## config.mk

```make
export PLATFORM = sky130hd
export DESIGN_NAME = reg_cmd_ctrl_flat
export DESIGN_NICKNAME = d
export VERILOG_FILES = /design/src/rtl/reg_cmd_ctrl_if.sv /design/src/rtl/reg_cmd_ctrl.sv /design/src/flat_wrapper.sv
export SDC_FILE = /design/constraint.sdc
export NUM_CORES = 1
export LEC_CHECK = 0
export CORE_MARGIN = 2
export CORE_UTILIZATION = 38
export CTS_CLUSTER_DIAMETER = 200
export DETAILED_ROUTE_END_ITERATION = 16
export GPL_TIMING_DRIVEN = 0
export PLACE_DENSITY_LB_ADDON = 0.12
export SKIP_CTS_REPAIR_TIMING = 1
export SYNTH_ARGS = -nofsm -noshare
export SYNTH_HDL_FRONTEND = slang
export SYNTH_SLANG_ARGS = --single-unit
```

## constraint.sdc

```tcl
create_clock -name CLK -period 1.76 [get_ports CLK]
set_clock_uncertainty 0.2 [all_clocks]
set_input_delay 0.176 -clock CLK [delete_from_list [all_inputs] [get_ports CLK]]
set_output_delay 0.176 -clock CLK [all_outputs]
set_load 0.01 [all_outputs]
```

## src/rtl/reg_cmd_ctrl_if.sv

```systemverilog
// Signal bundle between reg_cmd_ctrl and its UART RX/TX and register-file neighbours.
// master = command controller; slave = surrounding datapath (RX deserializer, register file, TX serializer).
interface reg_cmd_ctrl_if #(
  parameter int DATA_WIDTH = 8,
  parameter int ADDR_WIDTH = 4
);
  logic [DATA_WIDTH-1:0] RX_P_DATA;
  logic                  RX_D_VLD;
  logic [ADDR_WIDTH-1:0] Address;
  logic                  WrEn;
  logic                  RdEn;
  logic [DATA_WIDTH-1:0] WrData;
  logic [DATA_WIDTH-1:0] RdData;
  logic                  RdData_Valid;
  logic [DATA_WIDTH-1:0] TX_P_DATA;
  logic                  TX_D_VLD;
  logic                  TX_Busy;
  logic                  Cmd_Busy;

  modport master (
    input  RX_P_DATA, RX_D_VLD, RdData, RdData_Valid, TX_Busy,
    output Address, WrEn, RdEn, WrData, TX_P_DATA, TX_D_VLD, Cmd_Busy
  );

  modport slave (
    output RX_P_DATA, RX_D_VLD, RdData, RdData_Valid, TX_Busy,
    input  Address, WrEn, RdEn, WrData, TX_P_DATA, TX_D_VLD, Cmd_Busy
  );
endinterface

```

## src/rtl/reg_cmd_ctrl.sv

```systemverilog
// UART frame parser (0xAA addr data = write, 0xBB addr = read) driving register-file strobes; all outputs registered,
// read data reaches TX two edges after the address byte and is held until TX_Busy=0; REG_CMD_TIMEOUT_EN adds a partial-frame idle timeout.
module reg_cmd_ctrl #(
  parameter int DATA_WIDTH     = 8,
  parameter int ADDR_WIDTH     = 4,
  parameter int TIMEOUT_CYCLES = 255
) (
  input logic            CLK,
  input logic            RST,
  reg_cmd_ctrl_if.master cmd_if
);

  localparam logic [DATA_WIDTH-1:0] CMD_WR = DATA_WIDTH'(8'hAA);
  localparam logic [DATA_WIDTH-1:0] CMD_RD = DATA_WIDTH'(8'hBB);

  typedef enum logic [2:0] {
    IDLE,
    WR_ADDR,
    WR_DATA,
    RD_ADDR,
    RD_WAIT,
    TX_SEND
  } state_t;

  state_t                state_q, state_d;
  logic [ADDR_WIDTH-1:0] addr_q, addr_d;
  logic                  wr_en_q, wr_en_d;
  logic                  rd_en_q, rd_en_d;
  logic [DATA_WIDTH-1:0] wr_data_q, wr_data_d;
  logic [DATA_WIDTH-1:0] tx_data_q, tx_data_d;
  logic                  tx_vld_q, tx_vld_d;
  logic                  busy_q, busy_d;

`ifdef REG_CMD_TIMEOUT_EN
  localparam int CNT_W = (TIMEOUT_CYCLES > 1) ? $clog2(TIMEOUT_CYCLES + 1) : 1;
  logic [CNT_W-1:0] tmo_cnt_q, tmo_cnt_d;
`endif

  always_comb begin
    state_d   = state_q;
    addr_d    = addr_q;
    wr_en_d   = 1'b0;
    rd_en_d   = 1'b0;
    wr_data_d = wr_data_q;
    tx_data_d = tx_data_q;
    tx_vld_d  = tx_vld_q;

    case (state_q)
      IDLE: begin
        if (cmd_if.RX_D_VLD) begin
          if (cmd_if.RX_P_DATA == CMD_WR)      state_d = WR_ADDR;
          else if (cmd_if.RX_P_DATA == CMD_RD) state_d = RD_ADDR;
        end
      end
      WR_ADDR: begin
        if (cmd_if.RX_D_VLD) begin
          addr_d  = cmd_if.RX_P_DATA[ADDR_WIDTH-1:0];
          state_d = WR_DATA;
        end
      end
      WR_DATA: begin
        if (cmd_if.RX_D_VLD) begin
          wr_data_d = cmd_if.RX_P_DATA;
          wr_en_d   = 1'b1;
          state_d   = IDLE;
        end
      end
      RD_ADDR: begin
        if (cmd_if.RX_D_VLD) begin
          addr_d  = cmd_if.RX_P_DATA[ADDR_WIDTH-1:0];
          rd_en_d = 1'b1;
          state_d = RD_WAIT;
        end
      end
      // RX bytes are deliberately ignored in both busy states.
      RD_WAIT: begin
        if (cmd_if.RdData_Valid) begin
          tx_data_d = cmd_if.RdData;
          tx_vld_d  = 1'b1;
          state_d   = TX_SEND;
        end
      end
      TX_SEND: begin
        if (!cmd_if.TX_Busy) begin
          tx_vld_d = 1'b0;
          state_d  = IDLE;
        end
      end
      default: state_d = IDLE;
    endcase

`ifdef REG_CMD_TIMEOUT_EN
    // Counter idles at zero outside the parse states, so every parse-state entry starts from zero.
    tmo_cnt_d = '0;
    if ((state_q == WR_ADDR || state_q == WR_DATA || state_q == RD_ADDR) && !cmd_if.RX_D_VLD) begin
      if (tmo_cnt_q == CNT_W'(TIMEOUT_CYCLES - 1)) state_d = IDLE;
      else                                         tmo_cnt_d = tmo_cnt_q + CNT_W'(1);
    end
`endif

    busy_d = (state_d == RD_WAIT) || (state_d == TX_SEND);
  end

  always_ff @(posedge CLK or negedge RST) begin
    if (!RST) begin
      state_q   <= IDLE;
      addr_q    <= '0;
      wr_en_q   <= 1'b0;
      rd_en_q   <= 1'b0;
      wr_data_q <= '0;
      tx_data_q <= '0;
      tx_vld_q  <= 1'b0;
      busy_q    <= 1'b0;
`ifdef REG_CMD_TIMEOUT_EN
      tmo_cnt_q <= '0;
`endif
    end else begin
      state_q   <= state_d;
      addr_q    <= addr_d;
      wr_en_q   <= wr_en_d;
      rd_en_q   <= rd_en_d;
      wr_data_q <= wr_data_d;
      tx_data_q <= tx_data_d;
      tx_vld_q  <= tx_vld_d;
      busy_q    <= busy_d;
`ifdef REG_CMD_TIMEOUT_EN
      tmo_cnt_q <= tmo_cnt_d;
`endif
    end
  end

  assign cmd_if.Address   = addr_q;
  assign cmd_if.WrEn      = wr_en_q;
  assign cmd_if.RdEn      = rd_en_q;
  assign cmd_if.WrData    = wr_data_q;
  assign cmd_if.TX_P_DATA = tx_data_q;
  assign cmd_if.TX_D_VLD  = tx_vld_q;
  assign cmd_if.Cmd_Busy  = busy_q;

endmodule

```

## src/flat_wrapper.sv

```systemverilog
// flat-port wrapper written by rule: the top's interface ports become plain ports
module reg_cmd_ctrl_flat 
#(
  parameter int DATA_WIDTH     = 8,
  parameter int ADDR_WIDTH     = 4,
  parameter int TIMEOUT_CYCLES = 255
)
  (CLK, RST, cmd_if_RX_P_DATA, cmd_if_RX_D_VLD, cmd_if_RdData, cmd_if_RdData_Valid, cmd_if_TX_Busy, cmd_if_Address, cmd_if_WrEn, cmd_if_RdEn, cmd_if_WrData, cmd_if_TX_P_DATA, cmd_if_TX_D_VLD, cmd_if_Cmd_Busy);
  reg_cmd_ctrl_if #(.DATA_WIDTH(DATA_WIDTH), .ADDR_WIDTH(ADDR_WIDTH)) cmd_if_i ();
  input logic CLK;
  input logic RST;
  input wire logic [$bits(cmd_if_i.RX_P_DATA)-1:0] cmd_if_RX_P_DATA;
  input wire logic [$bits(cmd_if_i.RX_D_VLD)-1:0] cmd_if_RX_D_VLD;
  input wire logic [$bits(cmd_if_i.RdData)-1:0] cmd_if_RdData;
  input wire logic [$bits(cmd_if_i.RdData_Valid)-1:0] cmd_if_RdData_Valid;
  input wire logic [$bits(cmd_if_i.TX_Busy)-1:0] cmd_if_TX_Busy;
  output wire logic [$bits(cmd_if_i.Address)-1:0] cmd_if_Address;
  output wire logic [$bits(cmd_if_i.WrEn)-1:0] cmd_if_WrEn;
  output wire logic [$bits(cmd_if_i.RdEn)-1:0] cmd_if_RdEn;
  output wire logic [$bits(cmd_if_i.WrData)-1:0] cmd_if_WrData;
  output wire logic [$bits(cmd_if_i.TX_P_DATA)-1:0] cmd_if_TX_P_DATA;
  output wire logic [$bits(cmd_if_i.TX_D_VLD)-1:0] cmd_if_TX_D_VLD;
  output wire logic [$bits(cmd_if_i.Cmd_Busy)-1:0] cmd_if_Cmd_Busy;
  assign cmd_if_i.RX_P_DATA = cmd_if_RX_P_DATA;
  assign cmd_if_i.RX_D_VLD = cmd_if_RX_D_VLD;
  assign cmd_if_i.RdData = cmd_if_RdData;
  assign cmd_if_i.RdData_Valid = cmd_if_RdData_Valid;
  assign cmd_if_i.TX_Busy = cmd_if_TX_Busy;
  assign cmd_if_Address = cmd_if_i.Address;
  assign cmd_if_WrEn = cmd_if_i.WrEn;
  assign cmd_if_RdEn = cmd_if_i.RdEn;
  assign cmd_if_WrData = cmd_if_i.WrData;
  assign cmd_if_TX_P_DATA = cmd_if_i.TX_P_DATA;
  assign cmd_if_TX_D_VLD = cmd_if_i.TX_D_VLD;
  assign cmd_if_Cmd_Busy = cmd_if_i.Cmd_Busy;
  reg_cmd_ctrl #(.DATA_WIDTH(DATA_WIDTH), .ADDR_WIDTH(ADDR_WIDTH), .TIMEOUT_CYCLES(TIMEOUT_CYCLES)) u_core (.CLK(CLK), .RST(RST), .cmd_if(cmd_if_i));
endmodule
```

# Yosys cells after proc, flatten, opt, wreduce, memory -nomap -nowiden
# Index checks and enable logic that the tools add are counted.
# Widths: inputs -> output; s select.
totals:
  reg_bits: 27
  latchBits: 0
  ramBits: 0
  mem_bits_ro: 0
  output_inout_bits: 24
  word_cells: 42
  memories: 0
classes:
  addsub: 0
  multipliers: 0
  n_div: 0
  magnitude_cmp: 0
  eq_ne: 11
  n_shift: 0
  muxes: 15
  bitwise: 0
  n_reduce_logical: 8
op_table:
  columns: ["operator", "count"]
  rows:
  - ["$mux 3", 8]
  - ["$pmux 3 s6", 1]
  - ["$eq 8x8->1 const B", 2]
  - ["$eq 3x3->1 const B", 4]
  - ["$eq 3x2->1 const B", 2]
  - ["$reduce_and 2->1", 3]
  - ["$mux 1", 5]
  - ["$ne 2x2->1 const B", 2]
  - ["$eq 3x1->1 const B", 1]
  - ["$logic_not 3->1", 1]
  - ["$reduce_and 3->1", 1]
  - ["$pmux 1 s2", 1]
  - ["$reduce_bool 2->1", 1]
  - ["$reduce_or 2->1", 1]
  - ["$logic_or 1x1->1", 1]

# Logic depth before layout (Yosys ltp)
# Gate-level depths: netlist of the first run.
depth:
  depth_word: 7
  mapped_depth: 4
  ltp_nobuf: 3

# Worst setup path after synthesis of the first run
# OpenSTA, ideal clock, no wires.
synth_timing:
  path_kind: "register to register"
  startpoint: "reg u_core.state_q[1]"
  endpoint: "reg u_core.tx_data_q[0] (netlist: u_core.cmd_if.TX_P_DATA[0])"
  setup_ns: 0.125
  t_arrival_ns: 1.327
  required_ns: 1.435
  path_slack_ns: 0.108
  stages_incl_launch_ff: 4
  n_path_buf: 0
  synth_period_minus_slack_ns: 1.652
  path_cell_list: "dfrtp_1 > nand2b_1 > nor3b_4 > mux2_2"
synth_between:
  elab_chain_len: 2
synth_lines:
  columns: ["item", "line", "text"]
  rows:
  - ["from (decl)", "reg_cmd_ctrl.sv:25", "state_t state_q, state_d;"]
  - ["from (signal assigned)", "reg_cmd_ctrl.sv:118", "state_q <= state_d;"]
  - ["$eq 3x3->1", "reg_cmd_ctrl.sv:48", "case (state_q)"]
  - ["$reduce_and 2->1 (no line)", null, null]
  - ["to (signal assigned)", "reg_cmd_ctrl.sv:123", "tx_data_q <= tx_data_d;"]
  - ["to (decl)", "reg_cmd_ctrl.sv:30", "logic [DATA_WIDTH-1:0] tx_data_q, tx_data_d;"]
# Every way passes these cells.
# A chain may end at the register's enable or synchronous reset.

# Worst setup path in the final report of the first run
layout_timing:
  startpoint: "reg u_core.state_q[2]"
  endpoint: "reg u_core.wr_data_q[7] (netlist: u_core.cmd_if.WrData[7])"
layout_between:
  elab_chain_len: 2
layout_lines:
  columns: ["item", "line", "text"]
  rows:
  - ["$eq 3x2->1", "reg_cmd_ctrl.sv:48", null]
  - ["$reduce_and 2->1 (no line)", null, null]
  - ["to (signal assigned)", "reg_cmd_ctrl.sv:122", "wr_data_q <= wr_data_d;"]
  - ["to (decl)", "reg_cmd_ctrl.sv:29", "logic [DATA_WIDTH-1:0] wr_data_q, wr_data_d;"]
# Every way passes these cells.

==> results.py, run 1 <==
metrics = {
    "drt": {
        "drtAntennaViolNets": 0,
        "drt_pass1_iterations": 4,
        "drt_iter0_drc": 9,
        "wl_met3_um": 202,
        "vias": 786,
        "via_per_inst": 4.94,
        "route.detailed.drc": 0,
        "top_layer_used": "met4",
        "totalWireLength_um": 2220,
        "drt-met1-wl_um": 914,
        "wl_met2_um": 1090,
        "wl_per_cell_um": 14.0,
    },
    "worst_setup_path": {
        "crit_path_start_kind": "register",
        "crit_required_ns": 1.78,
        "worstPathMaxFanout": 6,
        "timing.rr.start": "u_core.state_q[2]",
        "reg2reg_depth": 4,
        "r2r_slack_ns": 0.06,
        "crit_type": "register to register",
        "reg2reg_to": "u_core.cmd_if.WrData[7]",
        "end_kind": "register",
        "cp.arrival_ns": 1.72,
    },
    "finish": {
        "final_layout_size_suffix_gt1_share_pct": 27.3,
        "diodes": 0,
        "synthToLayoutAreaGrowth_pct": 52.8,
        "fin_nets": 150,
    },
    "floorplanning": {
        "start_util_pct": 40.2,
        "die-width_um": 58.0,
        "pin_count": 45,
        "core_um2": 2760,
        "die_y_um": 58.0,
        "die-area_um2": 3370,
        "rows": 19,
    },
    "clock_network": {
        "clk_pin_slew_ns": 0.14,
        "clockBufferDepth": 2,
        "cts-root-buf": "clkbuf_4",
        "cts_buffers": 3,
        "numClockSinks": 27,
        "h-tree-depth": 1,
        "insertion_delay_ns": 0.32,
        "cts_tree": "built",
    },
    "power": {
        "p_leak_nw": 0.702,
        "p_per_area_nw_per_um2": 1310,
        "ir_drop_uv": 980,
        "power_mw": 2.23,
    },
    "grt": {
        "grt_pass1_wl_um": 3620,
        "grt_pass1_vias": 812,
        "grt-ovfl-total": 0,
        "grt_max_degree": 28,
        "antenna_found_initial": 0,
        "grt.total_usage_pct": 14.2,
    },
    "logic_synthesis": {
        "synthesis.nets": 95,
        "yosys.cell_types.count": 20,
        "ys_ff_latch": 27,
        "netlist.area_leader.share_pct": 60.9,
        "yosysSeqAreaShare_pct": 60.9,
        "ys_warn_count": 0,
        "synth_cells": 74,
        "synth_area_leaders": "dfrtp_1 (61%), mux2_2 (22%), nor3b_4 (1.7%)",
        "yosys.area.top_type": "dfrtp_1",
        "syn_area_um2": 1110,
        "syn_avg_cell_area_um2": 15.0,
    },
    "hold_path": {
        "holdPathStages": 2,
        "hold_end": "u_core.cmd_if.TX_P_DATA[2]",
        "min_from": "cmd_if_RdData[2]",
        "holdCritPathClass": "input port to register",
    },
    "sta": {
        "setup_viol": 0,
        "fmax_mhz": 589,
        "slew_headroom_pct": 68.6,
        "drv_slew": 0,
        "final_hold_viol_count": 0,
        "holdWs_ns": 0.260,
        "fin_setup_tns_ns": 0,
        "tightest_slew_ns": 0.469,
        "fin_crit_ns": 1.70,
        "period_share_pct": 96.5,
    },
    "placement": {
        "hpwl_um": 1610,
        "place.gp.congestion": 0.671,
        "io_buffer_count": 44,
    },
    "status": {
        "status": "finished clean",
    },
    "job": {
        "maxCapViolations": 0,
    },
}
final cells by class:
class / count / area (µm²)
buffer: 1 / 5.00
clock buffer: 4 / 26.3
fill: 229 / 1060
inverter: 2 / 7.51
multi-input combinational: 44 / 422
sequential: 27 / 676
tap: 31 / 38.8
timing repair buffer: 50 / 520
logic make-up after synthesis:
family / after synthesis / synth area share [%]
compound gates: 9 / 5.98
xor+xnor: 1 / 0.789
buf+inv: 3 / 1.13
flops: 27 / 60.9
mux: 22 / 22.3
simple gates: 12 / 8.91
report_power, final:
group	switching [mW]	internal, mW
combinational	0.343	0.653
sequential	0.113	0.860
clock	0.170	0.0886
synth_stat cells:
library cell / number
a21oi_1: 1
a22oi_1: 1
buf_2: 1
dfrtp_1: 27
inv_1: 2
mux2_2: 22
nand2_1: 1
nand2b_1: 2
nand3_1: 1
nand4b_1: 1
nor2_1: 2
nor2b_1: 2
nor3_4: 1
nor3b_4: 1
o2111ai_1: 1
o21ai_0: 2
o22ai_1: 3
o41ai_2: 1
or4b_4: 1
xor2_1: 1
worst max-delay path by stage:
stage,from,to,slack (ns)
2_1_floorplan,u_core.state_q[1],u_core.cmd_if.TX_P_DATA[0],0.11
3_3_place_gp,cmd_if_RX_D_VLD,u_core.cmd_if.WrData[5],-0.22
3_5_place_dp,cmd_if_RX_D_VLD,u_core.cmd_if.WrData[7],-0.25
4_1_cts,u_core.state_q[1],u_core.cmd_if.TX_P_DATA[4],-0.07
5_1_grt,u_core.state_q[2],u_core.cmd_if.WrData[5],-0.03
6_report,u_core.state_q[2],u_core.cmd_if.WrData[7],0.06
flip-flops by register name, indices dropped and copies added (netlist names):
| name | cells |
|---|---|
| u_core.cmd_if.TX_P_DATA | 8 |
| u_core.cmd_if.WrData | 8 |
| u_core.cmd_if.Address | 4 |
| u_core.state_q | 3 |
| u_core.cmd_if.Cmd_Busy | 1 |
| u_core.cmd_if.RdEn | 1 |
| u_core.cmd_if.TX_D_VLD | 1 |
| u_core.cmd_if.WrEn | 1 |
metrics by stage:
stage	cells	cell area, µm²	utilization [%]	worst slack (ns)
floorplan	74	1110	-	0.108
global placement	149	1590	57.6	-0.217
detailed placement	149	1590	57.6	-0.251
CTS	153	1620	58.6	-0.0682
global route	159	1700	61.5	-0.0273
finish	159	1700	61.5	0.0620
routing by layer:
layer	track usage (%)	up-vias
met5	0	-
met4	6.98	0
met3	4.02	2
met2	24.4	30
met1	16.2	375
li1	-	379
critical path, stage by stage, from the launching register on:
cell and delay (ns):
dfrtp_1 0.46, nand2b_1 0.23, nor3_4 0.20, buf_4 0.18
mux2_2 0.34
layout by cell type (no fill, tap or decap), types with 2 or more instances in the layout:
master and count:
nor2b_1 2, dfrtp_1 27, clkdlybuf4s50_1 44, clkbuf_4 3, buf_4 3, o21ai_0 2
mux2_2 22, nand2b_1 2, o22ai_1 3, nor2_1 2, inv_1 2
(Power assumes the default switching activity.)
==> run 2: changes to the inputs <==
CORE_UTILIZATION = 42   (was 38)
MAX_ROUTING_LAYER = met4   (was default)
clock period = 1.8 ns   (was 1.76 ns; I/O delays follow)
==> run 2 against run 1 <==
Net effect: cell count is 3.1% lower; via count is 2.8% lower; wire length is 2.7% lower; cell area is 2.4% lower; maximum frequency hardly changed; critical path type unchanged; largest power group unchanged; highest routed layer unchanged.
==> results.py, run 2 (synthesis results as in run 1) <==
metrics = {
    "clock_network": {
        "cts_tree": "built",
        "clk_pin_slew_ns": 0.15,
        "clockBufferDepth": 2,
        "insertion_delay_ns": 0.31,
        "h-tree-depth": 1,
        "cts-root-buf": "clkbuf_4",
        "numClockSinks": 27,
        "cts_buffers": 3,
    },
    "sta": {
        "period_share_pct": 94.3,
        "fmax_mhz": 589,
        "drv_slew": 0,
        "rsz0062_at_grt": "no",
        "holdWs_ns": 0.261,
        "slew_headroom_pct": 23.2,
        "tightest_slew_ns": 1.15,
        "setup_viol": 0,
        "fin_crit_ns": 1.70,
        "worst_slack_ns": 0.103,
        "final_hold_viol_count": 0,
    },
    "floorplanning": {
        "pin_count": 45,
        "die-width_um": 55.4,
        "core_um2": 2500,
        "start_util_pct": 44.4,
        "die-area_um2": 3070,
        "die_y_um": 55.4,
        "rows": 18,
    },
    "worst_setup_path": {
        "worstPathMaxFanout": 8,
        "critPathMaxStageDelay_ns": 0.44,
        "crit_type": "register to register",
        "crit_required_ns": 1.81,
        "crit_buf_inv": 1,
        "crit_path_start_kind": "register",
        "crit_family": "simple AND/OR/NAND/NOR gates",
        "worstPathCellList": "nand2b_1 -> nor3b_4 -> buf_12 -> mux2_2",
        "end_kind": "register",
        "cp.arrival_ns": 1.71,
        "cpMaxStageDelayCell": "dfrtp_1",
    },
    "placement": {
        "io_buffer_count": 44,
        "place.gp.congestion": 0.773,
        "hpwl_um": 1650,
        "dp_slack_ns": -0.206,
        "dp.cells": 148,
        "dpl_cell_area_um2": 1590,
    },
    "grt": {
        "grt.busiest_layer": "met2",
        "grt_use_met3_pct": 3.04,
        "grt_pass1_wl_um": 3660,
        "grt.total_usage_pct": 15.6,
        "grt_pass1_vias": 789,
        "grt_use_met1_pct": 18.4,
        "antenna_found_initial": 0,
        "grt-ovfl-total": 0,
        "grt_max_degree": 28,
        "use_met2_pct": 26.5,
    },
    "finish": {
        "synthToLayoutAreaGrowth_pct": 49.2,
        "final_layout_size_suffix_gt1_share_pct": 26.6,
        "mostFrequentLayoutCells": "clkdlybuf4s50_1 (44), dfrtp_1 (27), mux2_2 (22)",
        "diodes": 0,
        "finalNonFillerCells": 154,
        "fin_nets": 146,
        "fin_area_um2": 1660,
        "layout_commonest_cell": "clkdlybuf4s50_1",
    },
    "drt": {
        "via_per_inst": 4.96,
        "drt_iter0_drc": 10,
        "route.detailed.drc": 0,
        "vias": 764,
        "drtAntennaViolNets": 0,
        "wl_per_cell_um": 14.0,
        "drt_pass1_iterations": 2,
        "totalWireLength_um": 2160,
    },
    "job": {
        "maxCapViolations": 0,
    },
    "status": {
        "status": "finished clean",
    },
    "power": {
        "p_leak_nw": 0.680,
        "ir_drop_uv": 936,
        "p_per_area_nw_per_um2": 1310,
    },
    "hold_path": {
        "holdCritPathClass": "input port to asynchronous set/reset pin",
    },
}
run 2: cell count changes in the layout (fill, tap and decap cells not counted), sizes merged:
cell	before	now
buf	6	3
clkbuf	4	3
clkinv	0	1
dlygate4sd3	1	0
run 2: per-layer routing:
layer  wire length, µm  vias up
li1                  -      366
met1               917      370
met2              1130       26
met3               110        2
met4                10        0
met5                 0        -
run 2: final cells by class:
cell class,count,area (µm²)
Fill cell,198,845
Multi-Input combinational cell,44,422
Buffer,1,5.00
Clock inverter,1,5.00
Tap cell,30,37.5
Clock buffer,3,22.5
Sequential cell,27,676
Inverter,2,7.51
Timing Repair Buffer,46,480
run 2: per-stage QoR:
stage / utilization, % / power [mW] / setup TNS, ns
2_1_floorplan: - / 1.35 / 0
6_report: 66.2 / 2.17 / 0
5_1_grt: 66.2 / 2.31 / 0
4_1_cts: 64.6 / 2.19 / -0.122
3_5_place_dp: 63.5 / 1.93 / -2.83
3_3_place_gp: 63.5 / 1.90 / -2.34
run 2: path summary, 6_finish.rpt:
| path | startpoint | to | slack (ns) | cells past startpoint |
|---|---|---|---|---|
| setup / recovery | u_core.state_q[1] | u_core.cmd_if.TX_P_DATA[5] | 0.10 | 4 |
| hold / removal | RST | u_core.cmd_if.Address[1] | 0.26 | 1 |
| setup reg to reg | u_core.state_q[1] | u_core.cmd_if.TX_P_DATA[5] | 0.10 | 4 |
| hold reg to reg | u_core.cmd_if.Address[2] | u_core.cmd_if.Address[2] | 0.33 | 1 |
| max in group asynchronous | RST | u_core.state_q[1] | 0.46 | 1 |
| min in group CLK | cmd_if_RdData[0] | u_core.cmd_if.TX_P_DATA[0] | 0.26 | 2 |
run 2: report_power, final:
group / internal (mW) / switching [mW]
Combinational: 0.630 / 0.329
Sequential: 0.841 / 0.114
Clock: 0.0830 / 0.171
run 2: worst register-to-register path, stage by stage, from the launching register on:
cell	delay, ns
dfrtp_1	0.44
nand2b_1	0.24
nor3b_4	0.24
buf_12	0.15
mux2_2	0.33
